File: src/rtl/ex_pkg.sv
// ex_pkg: shared encodings, stall constants and op-class helpers for the execute stage
package ex_pkg;
  localparam logic [31:0] ZERO32 = '0;
  localparam int STALL_EX = 3;
  localparam logic STALL = 1'b1;
  localparam logic NO_STALL = 1'b0;
  localparam logic WRITE_DISABLE = 1'b0;
  localparam logic JUMP = 1'b1;
  typedef enum logic [2:0] {
    TYPE_NOP, TYPE_R, TYPE_I, TYPE_S, TYPE_B, TYPE_U, TYPE_J, TYPE_MULDIV
  } inst_type_e;
  typedef enum logic [5:0] {
    ID_NOP, ID_LUI, ID_AUIPC, ID_JAL, ID_JALR,
    ID_BEQ, ID_BNE, ID_BLT, ID_BGE, ID_BLTU, ID_BGEU,
    ID_LB, ID_LH, ID_LW, ID_LBU, ID_LHU, ID_SB, ID_SH, ID_SW,
    ID_ADD, ID_SUB, ID_SLL, ID_SLT, ID_SLTU, ID_XOR, ID_SRL, ID_SRA, ID_OR, ID_AND,
    ID_MUL, ID_MULH, ID_MULHSU, ID_MULHU, ID_DIV, ID_DIVU, ID_REM, ID_REMU
  } inst_idx_e;
  typedef enum logic [1:0] {MD_IDLE, MD_BUSY, MD_DONE} md_state_e;
  function automatic logic is_div(inst_idx_e op);
    return op inside {ID_DIV, ID_DIVU, ID_REM, ID_REMU};
  endfunction
  function automatic logic is_rem(inst_idx_e op);
    return op inside {ID_REM, ID_REMU};
  endfunction
  function automatic logic a_signed(inst_idx_e op);
    return op inside {ID_MUL, ID_MULH, ID_MULHSU, ID_DIV, ID_REM};
  endfunction
  function automatic logic b_signed(inst_idx_e op);
    return op inside {ID_MUL, ID_MULH, ID_DIV, ID_REM};
  endfunction
endpackage

File: src/rtl/ex_if.sv
// ex_if: ID/EX-side inputs and EX/MEM-side outputs of the execute stage
interface ex_if;
  import ex_pkg::*;
  logic [5:0]  stall_in;
  logic [31:0] pc_in;
  logic        rdE_in;
  logic [4:0]  rdIdx_in;
  inst_idx_e   instIdx_in;
  inst_type_e  instType_in;
  logic [31:0] rs1Data_in;
  logic [31:0] rs2Data_in;
  logic [31:0] immData_in;
  logic        rdE_out;
  logic [4:0]  rdIdx_out;
  logic [31:0] rdData_out;
  inst_idx_e   instIdx_out;
  logic [31:0] memAddr_out;
  logic [31:0] memData_out;
  logic        pcJump_out;
  logic [31:0] pcTarget_out;
  logic        stallReq_out;
  modport master (
    output stall_in, pc_in, rdE_in, rdIdx_in, instIdx_in, instType_in, rs1Data_in, rs2Data_in, immData_in,
    input  rdE_out, rdIdx_out, rdData_out, instIdx_out, memAddr_out, memData_out, pcJump_out, pcTarget_out, stallReq_out
  );
  modport slave (
    input  stall_in, pc_in, rdE_in, rdIdx_in, instIdx_in, instType_in, rs1Data_in, rs2Data_in, immData_in,
    output rdE_out, rdIdx_out, rdData_out, instIdx_out, memAddr_out, memData_out, pcJump_out, pcTarget_out, stallReq_out
  );
endinterface

File: src/rtl/ex_muldiv.sv
// ex_muldiv: iterative RV32M unit; shift-add multiply / restoring divide on sign magnitudes
module ex_muldiv
  import ex_pkg::*;
(
  input  logic        clk_in,
  input  logic        rst_in,
  input  logic        start,
  input  inst_idx_e   op,
  input  logic [31:0] a,
  input  logic [31:0] b,
  input  logic        hold_in,
  output logic [31:0] result,
  output logic        busy,
  output logic        done
);
  md_state_e state_q, state_d;
  inst_idx_e op_q, op_d;
  logic [4:0] cnt_q, cnt_d;
  logic [63:0] acc_q, acc_d;
  logic [31:0] m_q, m_d;
  logic neg_q, neg_d, negr_q, negr_d;
  logic sa, sb, zero_div, ovf;
  logic [31:0] ma, mb, quo, rem;
  logic [32:0] madd, dsub;
  logic [63:0] prod;
  assign sa = a_signed(op) & a[31];
  assign sb = b_signed(op) & b[31];
  assign ma = sa ? -a : a;
  assign mb = sb ? -b : b;
  assign zero_div = is_div(op) & (b == ZERO32);
  assign ovf = is_div(op) & b_signed(op) & (a == 32'h8000_0000) & (b == 32'hFFFF_FFFF);
  assign madd = {1'b0, acc_q[63:32]} + (acc_q[0] ? {1'b0, m_q} : 33'd0);
  assign dsub = acc_q[63:31] - {1'b0, m_q};
  always_ff @(posedge clk_in) begin
    if (rst_in) begin
      state_q <= MD_IDLE;
      op_q    <= ID_NOP;
      cnt_q   <= '0;
      acc_q   <= '0;
      m_q     <= '0;
      neg_q   <= 1'b0;
      negr_q  <= 1'b0;
    end else begin
      state_q <= state_d;
      op_q    <= op_d;
      cnt_q   <= cnt_d;
      acc_q   <= acc_d;
      m_q     <= m_d;
      neg_q   <= neg_d;
      negr_q  <= negr_d;
    end
  end
  // special divides skip BUSY with the final {remainder, quotient} preloaded unsigned-corrected
  always_comb begin
    state_d = state_q;
    op_d    = op_q;
    cnt_d   = cnt_q;
    acc_d   = acc_q;
    m_d     = m_q;
    neg_d   = neg_q;
    negr_d  = negr_q;
    case (state_q)
      MD_IDLE: if (start) begin
        op_d    = op;
        m_d     = mb;
        cnt_d   = '0;
        neg_d   = (zero_div | ovf) ? 1'b0 : sa ^ sb;
        negr_d  = (zero_div | ovf) ? 1'b0 : sa;
        acc_d   = zero_div ? {a, 32'hFFFF_FFFF} : ovf ? {32'h0, 32'h8000_0000} : {32'h0, ma};
        state_d = (zero_div | ovf) ? MD_DONE : MD_BUSY;
      end
      MD_BUSY: begin
        acc_d   = !is_div(op_q) ? {madd, acc_q[31:1]} :
                  !dsub[32] ? {dsub[31:0], acc_q[30:0], 1'b1} : {acc_q[62:0], 1'b0};
        cnt_d   = cnt_q + 5'd1;
        state_d = (cnt_q == 5'd31) ? MD_DONE : MD_BUSY;
      end
      MD_DONE: state_d = hold_in ? MD_DONE : MD_IDLE;
      default: state_d = MD_IDLE;
    endcase
  end
  always_comb begin
    busy   = state_q == MD_BUSY;
    done   = state_q == MD_DONE;
    prod   = neg_q ? -acc_q : acc_q;
    quo    = neg_q ? -acc_q[31:0] : acc_q[31:0];
    rem    = negr_q ? -acc_q[63:32] : acc_q[63:32];
    result = !done ? ZERO32 :
             is_div(op_q) ? (is_rem(op_q) ? rem : quo) :
             (op_q == ID_MUL) ? prod[31:0] : prod[63:32];
  end
endmodule

File: src/rtl/ex.sv
// ex: RV32 execute stage; combinational RV32I ALU/branch/address logic plus a stalling RV32M unit
module ex
  import ex_pkg::*;
(
  input logic clk_in,
  input logic rst_in,
  ex_if.slave bus
);
  logic is_m, start, busy, done, taken, is_jalr, jump, eq, lt, ltu, unused_stall;
  logic [31:0] rs1, rs2, imm, opb, alu, md_result;
  inst_idx_e op;
  assign op = bus.instIdx_in;
  assign rs1 = bus.rs1Data_in;
  assign rs2 = bus.rs2Data_in;
  assign imm = bus.immData_in;
  assign opb = (bus.instType_in == TYPE_R) ? rs2 : imm;
  assign is_m = bus.instType_in == TYPE_MULDIV;
  assign start = is_m & ~busy & ~done;
  assign is_jalr = op == ID_JALR;
  assign eq = rs1 == rs2;
  assign lt = $signed(rs1) < $signed(rs2);
  assign ltu = rs1 < rs2;
  assign taken = op == ID_BEQ ? eq : op == ID_BNE ? !eq : op == ID_BLT ? lt :
                 op == ID_BGE ? !lt : op == ID_BLTU ? ltu : op == ID_BGEU ? !ltu : 1'b0;
  assign jump = !is_m & (taken | is_jalr | (op == ID_JAL));
  assign unused_stall = ^{bus.stall_in[5:4], bus.stall_in[2:0]};
  always_comb begin
    alu = ZERO32;
    case (op)
      ID_LUI:          alu = imm;
      ID_AUIPC:        alu = bus.pc_in + imm;
      ID_JAL, ID_JALR: alu = bus.pc_in + 32'd4;
      ID_ADD:          alu = rs1 + opb;
      ID_SUB:          alu = rs1 - opb;
      ID_SLL:          alu = rs1 << opb[4:0];
      ID_SLT:          alu = {31'b0, $signed(rs1) < $signed(opb)};
      ID_SLTU:         alu = {31'b0, rs1 < opb};
      ID_XOR:          alu = rs1 ^ opb;
      ID_SRL:          alu = rs1 >> opb[4:0];
      ID_SRA:          alu = $unsigned($signed(rs1) >>> opb[4:0]);
      ID_OR:           alu = rs1 | opb;
      ID_AND:          alu = rs1 & opb;
      default:         alu = ZERO32;
    endcase
  end
  ex_muldiv u_md (
    .clk_in  (clk_in),
    .rst_in  (rst_in),
    .start   (start),
    .op      (op),
    .a       (rs1),
    .b       (rs2),
    .hold_in (bus.stall_in[STALL_EX] == STALL),
    .result  (md_result),
    .busy    (busy),
    .done    (done)
  );
  assign bus.rdE_out      = rst_in ? WRITE_DISABLE : bus.rdE_in;
  assign bus.rdIdx_out    = rst_in ? 5'd0 : bus.rdIdx_in;
  assign bus.rdData_out   = rst_in ? ZERO32 : is_m ? md_result : alu;
  assign bus.instIdx_out  = rst_in ? ID_NOP : op;
  assign bus.memAddr_out  = rst_in ? ZERO32 : rs1 + imm;
  assign bus.memData_out  = rst_in ? ZERO32 : rs2;
  assign bus.pcJump_out   = rst_in ? !JUMP : jump;
  assign bus.pcTarget_out = rst_in ? ZERO32 : is_jalr ? (rs1 + imm) & 32'hFFFF_FFFE : bus.pc_in + imm;
  assign bus.stallReq_out = rst_in ? NO_STALL : start | busy;
endmodule
File: src/flat_wrapper.sv
// flat-port wrapper written by rule: the top's interface ports become plain ports
module ex_flat import ex_pkg::*;
  (clk_in, rst_in, bus_stall_in, bus_pc_in, bus_rdE_in, bus_rdIdx_in, bus_instIdx_in, bus_instType_in, bus_rs1Data_in, bus_rs2Data_in, bus_immData_in, bus_rdE_out, bus_rdIdx_out, bus_rdData_out, bus_instIdx_out, bus_memAddr_out, bus_memData_out, bus_pcJump_out, bus_pcTarget_out, bus_stallReq_out);
  ex_if bus_i ();
  input logic clk_in;
  input logic rst_in;
  input wire logic [$bits(bus_i.stall_in)-1:0] bus_stall_in;
  input wire logic [$bits(bus_i.pc_in)-1:0] bus_pc_in;
  input wire logic [$bits(bus_i.rdE_in)-1:0] bus_rdE_in;
  input wire logic [$bits(bus_i.rdIdx_in)-1:0] bus_rdIdx_in;
  input wire logic [$bits(bus_i.instIdx_in)-1:0] bus_instIdx_in;
  input wire logic [$bits(bus_i.instType_in)-1:0] bus_instType_in;
  input wire logic [$bits(bus_i.rs1Data_in)-1:0] bus_rs1Data_in;
  input wire logic [$bits(bus_i.rs2Data_in)-1:0] bus_rs2Data_in;
  input wire logic [$bits(bus_i.immData_in)-1:0] bus_immData_in;
  output wire logic [$bits(bus_i.rdE_out)-1:0] bus_rdE_out;
  output wire logic [$bits(bus_i.rdIdx_out)-1:0] bus_rdIdx_out;
  output wire logic [$bits(bus_i.rdData_out)-1:0] bus_rdData_out;
  output wire logic [$bits(bus_i.instIdx_out)-1:0] bus_instIdx_out;
  output wire logic [$bits(bus_i.memAddr_out)-1:0] bus_memAddr_out;
  output wire logic [$bits(bus_i.memData_out)-1:0] bus_memData_out;
  output wire logic [$bits(bus_i.pcJump_out)-1:0] bus_pcJump_out;
  output wire logic [$bits(bus_i.pcTarget_out)-1:0] bus_pcTarget_out;
  output wire logic [$bits(bus_i.stallReq_out)-1:0] bus_stallReq_out;
  assign bus_i.stall_in = bus_stall_in;
  assign bus_i.pc_in = bus_pc_in;
  assign bus_i.rdE_in = bus_rdE_in;
  assign bus_i.rdIdx_in = bus_rdIdx_in;
  assign bus_i.instIdx_in = bus_instIdx_in;
  assign bus_i.instType_in = bus_instType_in;
  assign bus_i.rs1Data_in = bus_rs1Data_in;
  assign bus_i.rs2Data_in = bus_rs2Data_in;
  assign bus_i.immData_in = bus_immData_in;
  assign bus_rdE_out = bus_i.rdE_out;
  assign bus_rdIdx_out = bus_i.rdIdx_out;
  assign bus_rdData_out = bus_i.rdData_out;
  assign bus_instIdx_out = bus_i.instIdx_out;
  assign bus_memAddr_out = bus_i.memAddr_out;
  assign bus_memData_out = bus_i.memData_out;
  assign bus_pcJump_out = bus_i.pcJump_out;
  assign bus_pcTarget_out = bus_i.pcTarget_out;
  assign bus_stallReq_out = bus_i.stallReq_out;
  ex u_core (.clk_in(clk_in), .rst_in(rst_in), .bus(bus_i));
endmodule
File: config.mk
export PLATFORM = sky130hd
export DESIGN_NAME = ex_flat
export DESIGN_NICKNAME = d
export VERILOG_FILES = /design/src/rtl/ex_pkg.sv /design/src/rtl/ex_if.sv /design/src/rtl/ex_muldiv.sv /design/src/rtl/ex.sv /design/src/flat_wrapper.sv
export SDC_FILE = /design/constraint.sdc
export NUM_CORES = 2
export LEC_CHECK = 0
export CAP_MARGIN = 10
export CELL_PAD_IN_SITES_DETAIL_PLACEMENT = 2
export CELL_PAD_IN_SITES_GLOBAL_PLACEMENT = 2
export CORE_MARGIN = 5
export CORE_UTILIZATION = 33
export CTS_CLUSTER_SIZE = 12
export DETAILED_ROUTE_END_ITERATION = 7
export HOLD_SLACK_MARGIN = 0.05
export PLACE_DENSITY_LB_ADDON = 0.1
export SYNTH_ARGS = -nofsm -noshare
export SYNTH_HDL_FRONTEND = slang
export SYNTH_SLANG_ARGS = --single-unit
export TNS_END_PERCENT = 20
File: constraint.sdc
create_clock -name clk_in -period 8.8 [get_ports clk_in]
set_input_delay 1.76 -clock clk_in [delete_from_list [all_inputs] [get_ports clk_in]]
set_output_delay 1.76 -clock clk_in [all_outputs]
set_load 0.01 [all_outputs]
After elaboration in Yosys (flattened, before gate mapping)

Cells that the tools add are included.

Register bits after elaboration: 111
Bits in latches: 0
Memory bits (writable): 0
Memory bits (read-only): 0
Bits of input ports: 151
Output and inout port bits: 142
Word-level logic and storage cells: 146
Memories kept: 0

$add $sub $neg: 13
$mul: 0
Div/mod/pow operators: 0
Magnitude comparators: 4
Equality and inequality tests: 41
Shift operators: 3
Mux-type cells: 44
Bitwise gates (word level): 19
Reductions and logical operators: 15

Operator list:

| operator                                       | count |
|---|---|
| two-way mux 32 bit                             | 17 |
| case mux 32 bit (13 select lines)              | 1 |
| two-way mux 64 bit                             | 5 |
| < comparator 32 bit                            | 4 |
| negation 32 bit                                | 4 |
| case mux 64 bit (2 select lines)               | 1 |
| adder 32 bit                                   | 3 |
| == test 6 x 5 -> 1 bit (second input constant) | 14 |
| == test 32 bit (second input constant)         | 2 |
| negation 64 bit                                | 1 |
| == test 6 bit (second input constant)          | 8 |
| adder 32 x 32 -> 33 bit                        | 1 |
| subtractor 33 x 32 -> 33 bit                   | 1 |
| adder 32 x 3 -> 32 bit (second input constant) | 1 |
| AND 32 bit                                     | 1 |
| == test 32 bit                                 | 1 |
| logical NOT 32 bit                             | 1 |
| OR 32 bit                                      | 1 |
| left shift 32 x 5 -> 32 bit                    | 1 |
| right shift 32 x 5 -> 32 bit                   | 1 |
| >>> shifter 32 x 5 -> 32 bit                   | 1 |
| subtractor 32 bit                              | 1 |
| XOR 32 bit                                     | 1 |
| == test 6 x 3 -> 1 bit (second input constant) | 4 |
| other kinds (27)                               | 63 |

Longest topological paths before layout

Depth after elaboration: 12
Gate-level depth with buffers: 19
Depth with buffers taken out: 15

Hierarchy

From an unflattened synthesis, not the netlist that was laid out.

Cell total of the unflattened synthesis: 4374
Area, all modules: 29027.8 um2

By module, submodules not included:

| module    | times used | cells each | area an instance (um2) | sequential area each (um2) |
|---|---|---|---|---|
| ex        | 1          | 2477       | 15979.1                | 0.0 |
| ex_muldiv | 1          | 1897       | 13048.8                | 2222.1 |

Worst setup path after synthesis

No wires, ideal clock.

Path kind: input to output
Start point: input bus_instType_in[0]
End point: output bus_rdData_out[30]
Arrival: 5.877 ns
Required time: 7.040 ns
Setup slack: 1.163 ns
Cell stages on the path: 18
Buffers on the path: 5
Cells stage by stage: or3b_1 > buf_2 > a21boi_0 > buf_2 > inv_2 > buf_1 > clkbuf_1 > buf_1 > ha_1 > inv_1 > a222oi_1 > o31ai_1 > o31a_1 > nor3_1 > nor3_1 > o41a_1 > mux2_2 > a32oi_1

Cells in the longest elaborated chain, start to end: 6
Elaborated cells between the ends (all ways): 14
Those cells by class: 2 x add/sub; 2 x eq/ne; 3 x shift; 4 x mux; 3 x bitwise

RTL lines:

| element                                   | RTL line           | RTL |
|---|---|---|
| from (decl)                               | flat_wrapper.sv:12 | `input wire logic [$bits(bus_i.instType_in)-1:0] bus_instType_in;` |
| == test 3 x 1 -> 1 bit                    | ex.sv:16           | `assign opb = (bus.instType_in == TYPE_R) ? rs2 : imm;` |
| two-way mux 32 bit                        | ex.sv:16           |  |
| subtractor 32 bit (tied with other cells) | ex.sv:34           | `ID_SUB: alu = rs1 - opb;` |
| case mux 32 bit (13 select lines)         | ex.sv:29           | `case (op)` |
| two-way mux 32 bit * (2 in a row)         | ex.sv:60           | `assign bus.rdData_out = rst_in ? ZERO32 : is_m ? md_result : alu;` |
| to (decl)                                 | flat_wrapper.sv:18 | `output wire logic [$bits(bus_i.rdData_out)-1:0] bus_rdData_out;` |

Mark *: on every way between the ends. The rest lies on a longest branch, timed or not.

Worst setup path in the final report

Start point: input bus_rs2Data_in[0]
End point: output bus_rdData_out[1]

Cells in the longest elaborated chain, start to end: 5
Elaborated cells between the ends (all ways): 9
Those cells by class: 2 x add/sub; 3 x shift; 4 x mux

RTL lines:

| element                                   | RTL line           | RTL |
|---|---|---|
| from (decl)                               | flat_wrapper.sv:14 | `input wire logic [$bits(bus_i.rs2Data_in)-1:0] bus_rs2Data_in;` |
| two-way mux 32 bit *                      | ex.sv:16           |  |
| subtractor 32 bit (tied with other cells) | ex.sv:34           |  |
| case mux 32 bit (13 select lines) *       | ex.sv:29           |  |
| two-way mux 32 bit * (2 in a row)         | ex.sv:60           |  |

Marked as above.

==> results.tsv <==
stage	metric	value	unit
detailed_routing	Detailed Route WL	198000	um
setup_path	CP dominant cell by count	buf_4	
yosys	Yosys top cell area share	11.8	%
power	LEAKAGE	14.2	nW
power	internal power	1.54	mW
final_layout	Multi-input gate area	0.0248	mm^2
yosys	Post-synth EDFFs	0	
setup_path	crit start category	primary input	
die	initial core utilization	33.3	%
setup_path	slowest stage delay, CP	0.78	ns
yosys	Most used DFF post-synth	dfxtp_1	
detailed_routing	DR vias	38100	
global_route	Overflow after GRT	0	
yosys	Synth Area in Adders	12.2	%
final_layout	final core occ	40.1	%
yosys	cell area after synthesis	0.0289	mm^2
setup_path	worst path bufs/invs	6	
final_layout	ratio of cells with drive above 1 in the final layout	8.87	%
cts	setup repair bufs after CTS	0	
cts	CTS H-tree lvls	3	
yosys	Synth cell types	90	
power	Net Sw Power	1.74	mW
sta	setup TNS	-0.0321	ns
cts	CTS Root Buffer Type	clkbuf_16	
outcome	status	finished with violations	
power	combinational share of power	68.6	%
global_route	global-route wire length before repair	280000	um
job	max_cap viols	0	
yosys	Area contributors post-synth	ha_1, dfxtp_1, a21oi_1	
outcome	failing checks	setup timing	
yosys	register area share after synthesis	7.70	%
cts	cts bufs inserted	9	
cts	Max Buffers Root-to-Sink	2	
setup_path	Worst Path Required	7.04	ns
setup_path	Setup CP Type	primary input to output pin	
detailed_routing	drt initial violations	3353	
final_layout	area grow syn2layout	20.5	%
yosys	Yosys warnings	0	
power	Pwr Density	94.4	mW/mm^2
global_route	vias in the first global route	39400	
setup_path	worst-path cell chain	clkdlybuf4s50_1, nor4bb_1, a21o_2, buf_4, inv_2, buf_4, mux2i_1, a2bb2oi_1, o22a_1, o22ai_1, o21ai_0, a32oi_1, buf_4, clkdlybuf4s50_1	
yosys	Mapped Cells	4358	
setup_path	Slowest-stage cell, CP	clkdlybuf4s50_1	
yosys	cell taking the most area after synthesis	ha_1	
sta	fmax	113	MHz
global_route	Total GRT Usage	40.0	%
yosys	post-synthesis mux area share	6.36	%
final_layout	register area	0.00222	mm^2
final_layout	Filler cells	10600	
sta	Final Skew	0.0142	ns
die	die height	306	um
detailed_routing	Antenna Nets Post-Route	0	
place	Final HPWL DP	160000	um
cts	clk sinks	111	
cts	clock transition at the registers of the reported paths	0.08	ns
setup_path	CP Capture Type	output pin	
global_route	pin count of the biggest net entering global routing	71	
worst_hold_path	Hold Path Class	register to register	
cts	CTS tree	yes	
power	Seq pwr share	17.3	%
sta	post-layout min period	8.83	ns
sta	final worst-path cycle share	100	%
sta	slew of the pin with the lowest slew margin	1.33	ns
power	VDD IR max	0.000104	V
yosys	Synthesized Nets	4787	
yosys	simple-gate portion of the synthesized area	24.4	%
setup_path	Largest delay share family, worst path	buffers and inverters	
power	clock power share	14.1	%
die	die area	0.0935	mm^2
detailed_routing	DRC viols	0	
die	core area	0.0868	mm^2
place	# port buffers	287	
sta	Slew headroom	11.2	%
place	RD Place Congestion	1.02	
die	Die X	306	um
setup_path	arrival time at the worst endpoint	7.07	ns
power	sw frac	52.9	%
sta	unrepaired setup endpoints after global routing	no	
sta	setup ws final	-0.0321	ns
detailed_routing	DR vias/cell	6.56	
die	num ports	293	
yosys	Mean Syn Cell Area	6.62	um^2
sta	Fin. Hold Viols	0	
yosys	complex-gate fraction of the synthesized area	33.4	%
sta	max-slew violation count	0	
yosys	largest family of logic cells by synthesized area	compound AO/OA/AOI/OAI gates	
detailed_routing	DR WL/cell	34.1	um
yosys	asr flop ratio synth	0	%
final_layout	Net count, final	5058	
yosys	flops & latches, synth	111	
yosys	xor/xnor share of the synthesized area	8.98	%
die	row cnt	108	
global_route	initial antenna violation count	21	
setup_path	CP Max Fanout	38	
detailed_routing	DR pass1 iterations	6	
cts	Clock Latency Late Sink	0.40	ns
sta	final setup vio count	1	
==> cell families after synthesis <==
group	Yosys count
AOI/OAI and AO/OA	1462
adders and majority gates	278
xor gates and xnor gates	296
DFF	111
and+or+nand+nor	1499
buffers and inverters	535
muxes	177
==> synthesized netlist by cell type (51+ instances only) <==
| library cell | n |
|---|---|
| a211oi_1 | 110 |
| a21o_1 | 82 |
| a21oi_1 | 359 |
| a22oi_1 | 51 |
| clkbuf_1 | 275 |
| dfxtp_1 | 111 |
| ha_1 | 273 |
| inv_1 | 202 |
| mux2i_1 | 163 |
| nand2_1 | 452 |
| nand3_1 | 110 |
| nor2_1 | 460 |
| nor3_1 | 87 |
| o211ai_1 | 61 |
| o21ai_0 | 300 |
| xnor2_1 | 191 |
| xor2_1 | 105 |
==> worst min-delay path, stage by stage, from the launching register on <==
cell and delay, ns:
dfxtp_1 0.32, nand3_1 0.06, a21oi_1 0.06
==> timing repair <==
action | CTS | global route
setup endpoints to repair | 2 | 19
gates resized for setup | 1 | 13
hold buffers | 0 | 0
pin swaps | 0 | 1
==> state kept, by name, indices dropped and copies added (netlist names) <==
| signal | count |
|---|---|
| u_core.u_md.acc_q | 64 |
| u_core.u_md.cnt_q | 5 |
| u_core.u_md.m_q | 32 |
| u_core.u_md.neg_q | 1 |
| u_core.u_md.negr_q | 1 |
| u_core.u_md.op_q | 6 |
| u_core.u_md.state_q | 2 |
==> layer usage <==
metal	wire, um	GRT usage [%]	up-vias	part of all wire (%)
met4	18100	29.4	2	9.1
met2	90100	66.2	1689	45
met1	75200	46.1	19200	38
li1	-	-	16600	-
met3	14600	7.81	587	7.4
met5	18	0	-	0.0091
==> placed cells by master, fill, tap and decap left out, drive strengths merged, types with 51 or more instances in the layout <==
cell,Yosys,final
a211oi,110,110
a21o,82,82
a21oi,359,359
a22oi,51,51
buf,53,302
clkdlybuf4s50,0,286
dfxtp,111,111
ha,273,273
inv,205,209
mux2i,163,163
nand2,452,452
nand3,110,110
nor2,461,461
nor3,87,87
o211ai,61,61
o21ai,307,307
xnor2,191,191
xor2,105,105
==> power by group through the flow <==
stage,clock network (mW),logic [mW],registers (mW)
4_1_cts,0.473,2.19,0.566
2_1_floorplan,0,1.19,0.553
5_1_grt,0.483,2.36,0.571
3_3_place_gp,0,2.13,0.577
6_report,0.462,2.25,0.568
3_5_place_dp,0,2.18,0.578
==> path summary, 6_finish.rpt <==
path,start,to,slack [ns],depth (start not counted)
setup / recovery,bus_rs2Data_in[0],bus_rdData_out[1],-0.03,14
hold / removal,u_core.u_md.cnt_q[4],u_core.u_md.cnt_q[4],0.48,2
setup reg to reg,u_core.u_md.acc_q[31],u_core.u_md.acc_q[44],2.95,14
hold reg to reg,u_core.u_md.cnt_q[4],u_core.u_md.cnt_q[4],0.48,2
==> per-stage QoR <==
stage | setup WS (ns) | power [mW] | hold slack (ns) | area (um^2) | instances
floorplan | 1.16 | 1.74 | 0.432 | 28900 | 4358
global placement | 0.0187 | 2.71 | 0.460 | 34400 | 5773
detailed placement | -0.0762 | 2.76 | 0.478 | 34400 | 5773
CTS | 0.0291 | 3.23 | 0.490 | 34700 | 5789
global route | 0.0106 | 3.42 | 0.508 | 34700 | 5792
finish | -0.0321 | 3.28 | 0.483 | 34800 | 5804
==> area by class of cell <==
class,count,area share (%)
antenna,15,0.108
clock inverter,7,0.205
multi-input combinational,3712,71.4
timing repair buffer,589,14.9
sequential,111,6.40
inverter,206,2.22
tap,1155,4.16
clock buffer,9,0.648
Power figures use the tool's default switching activity.
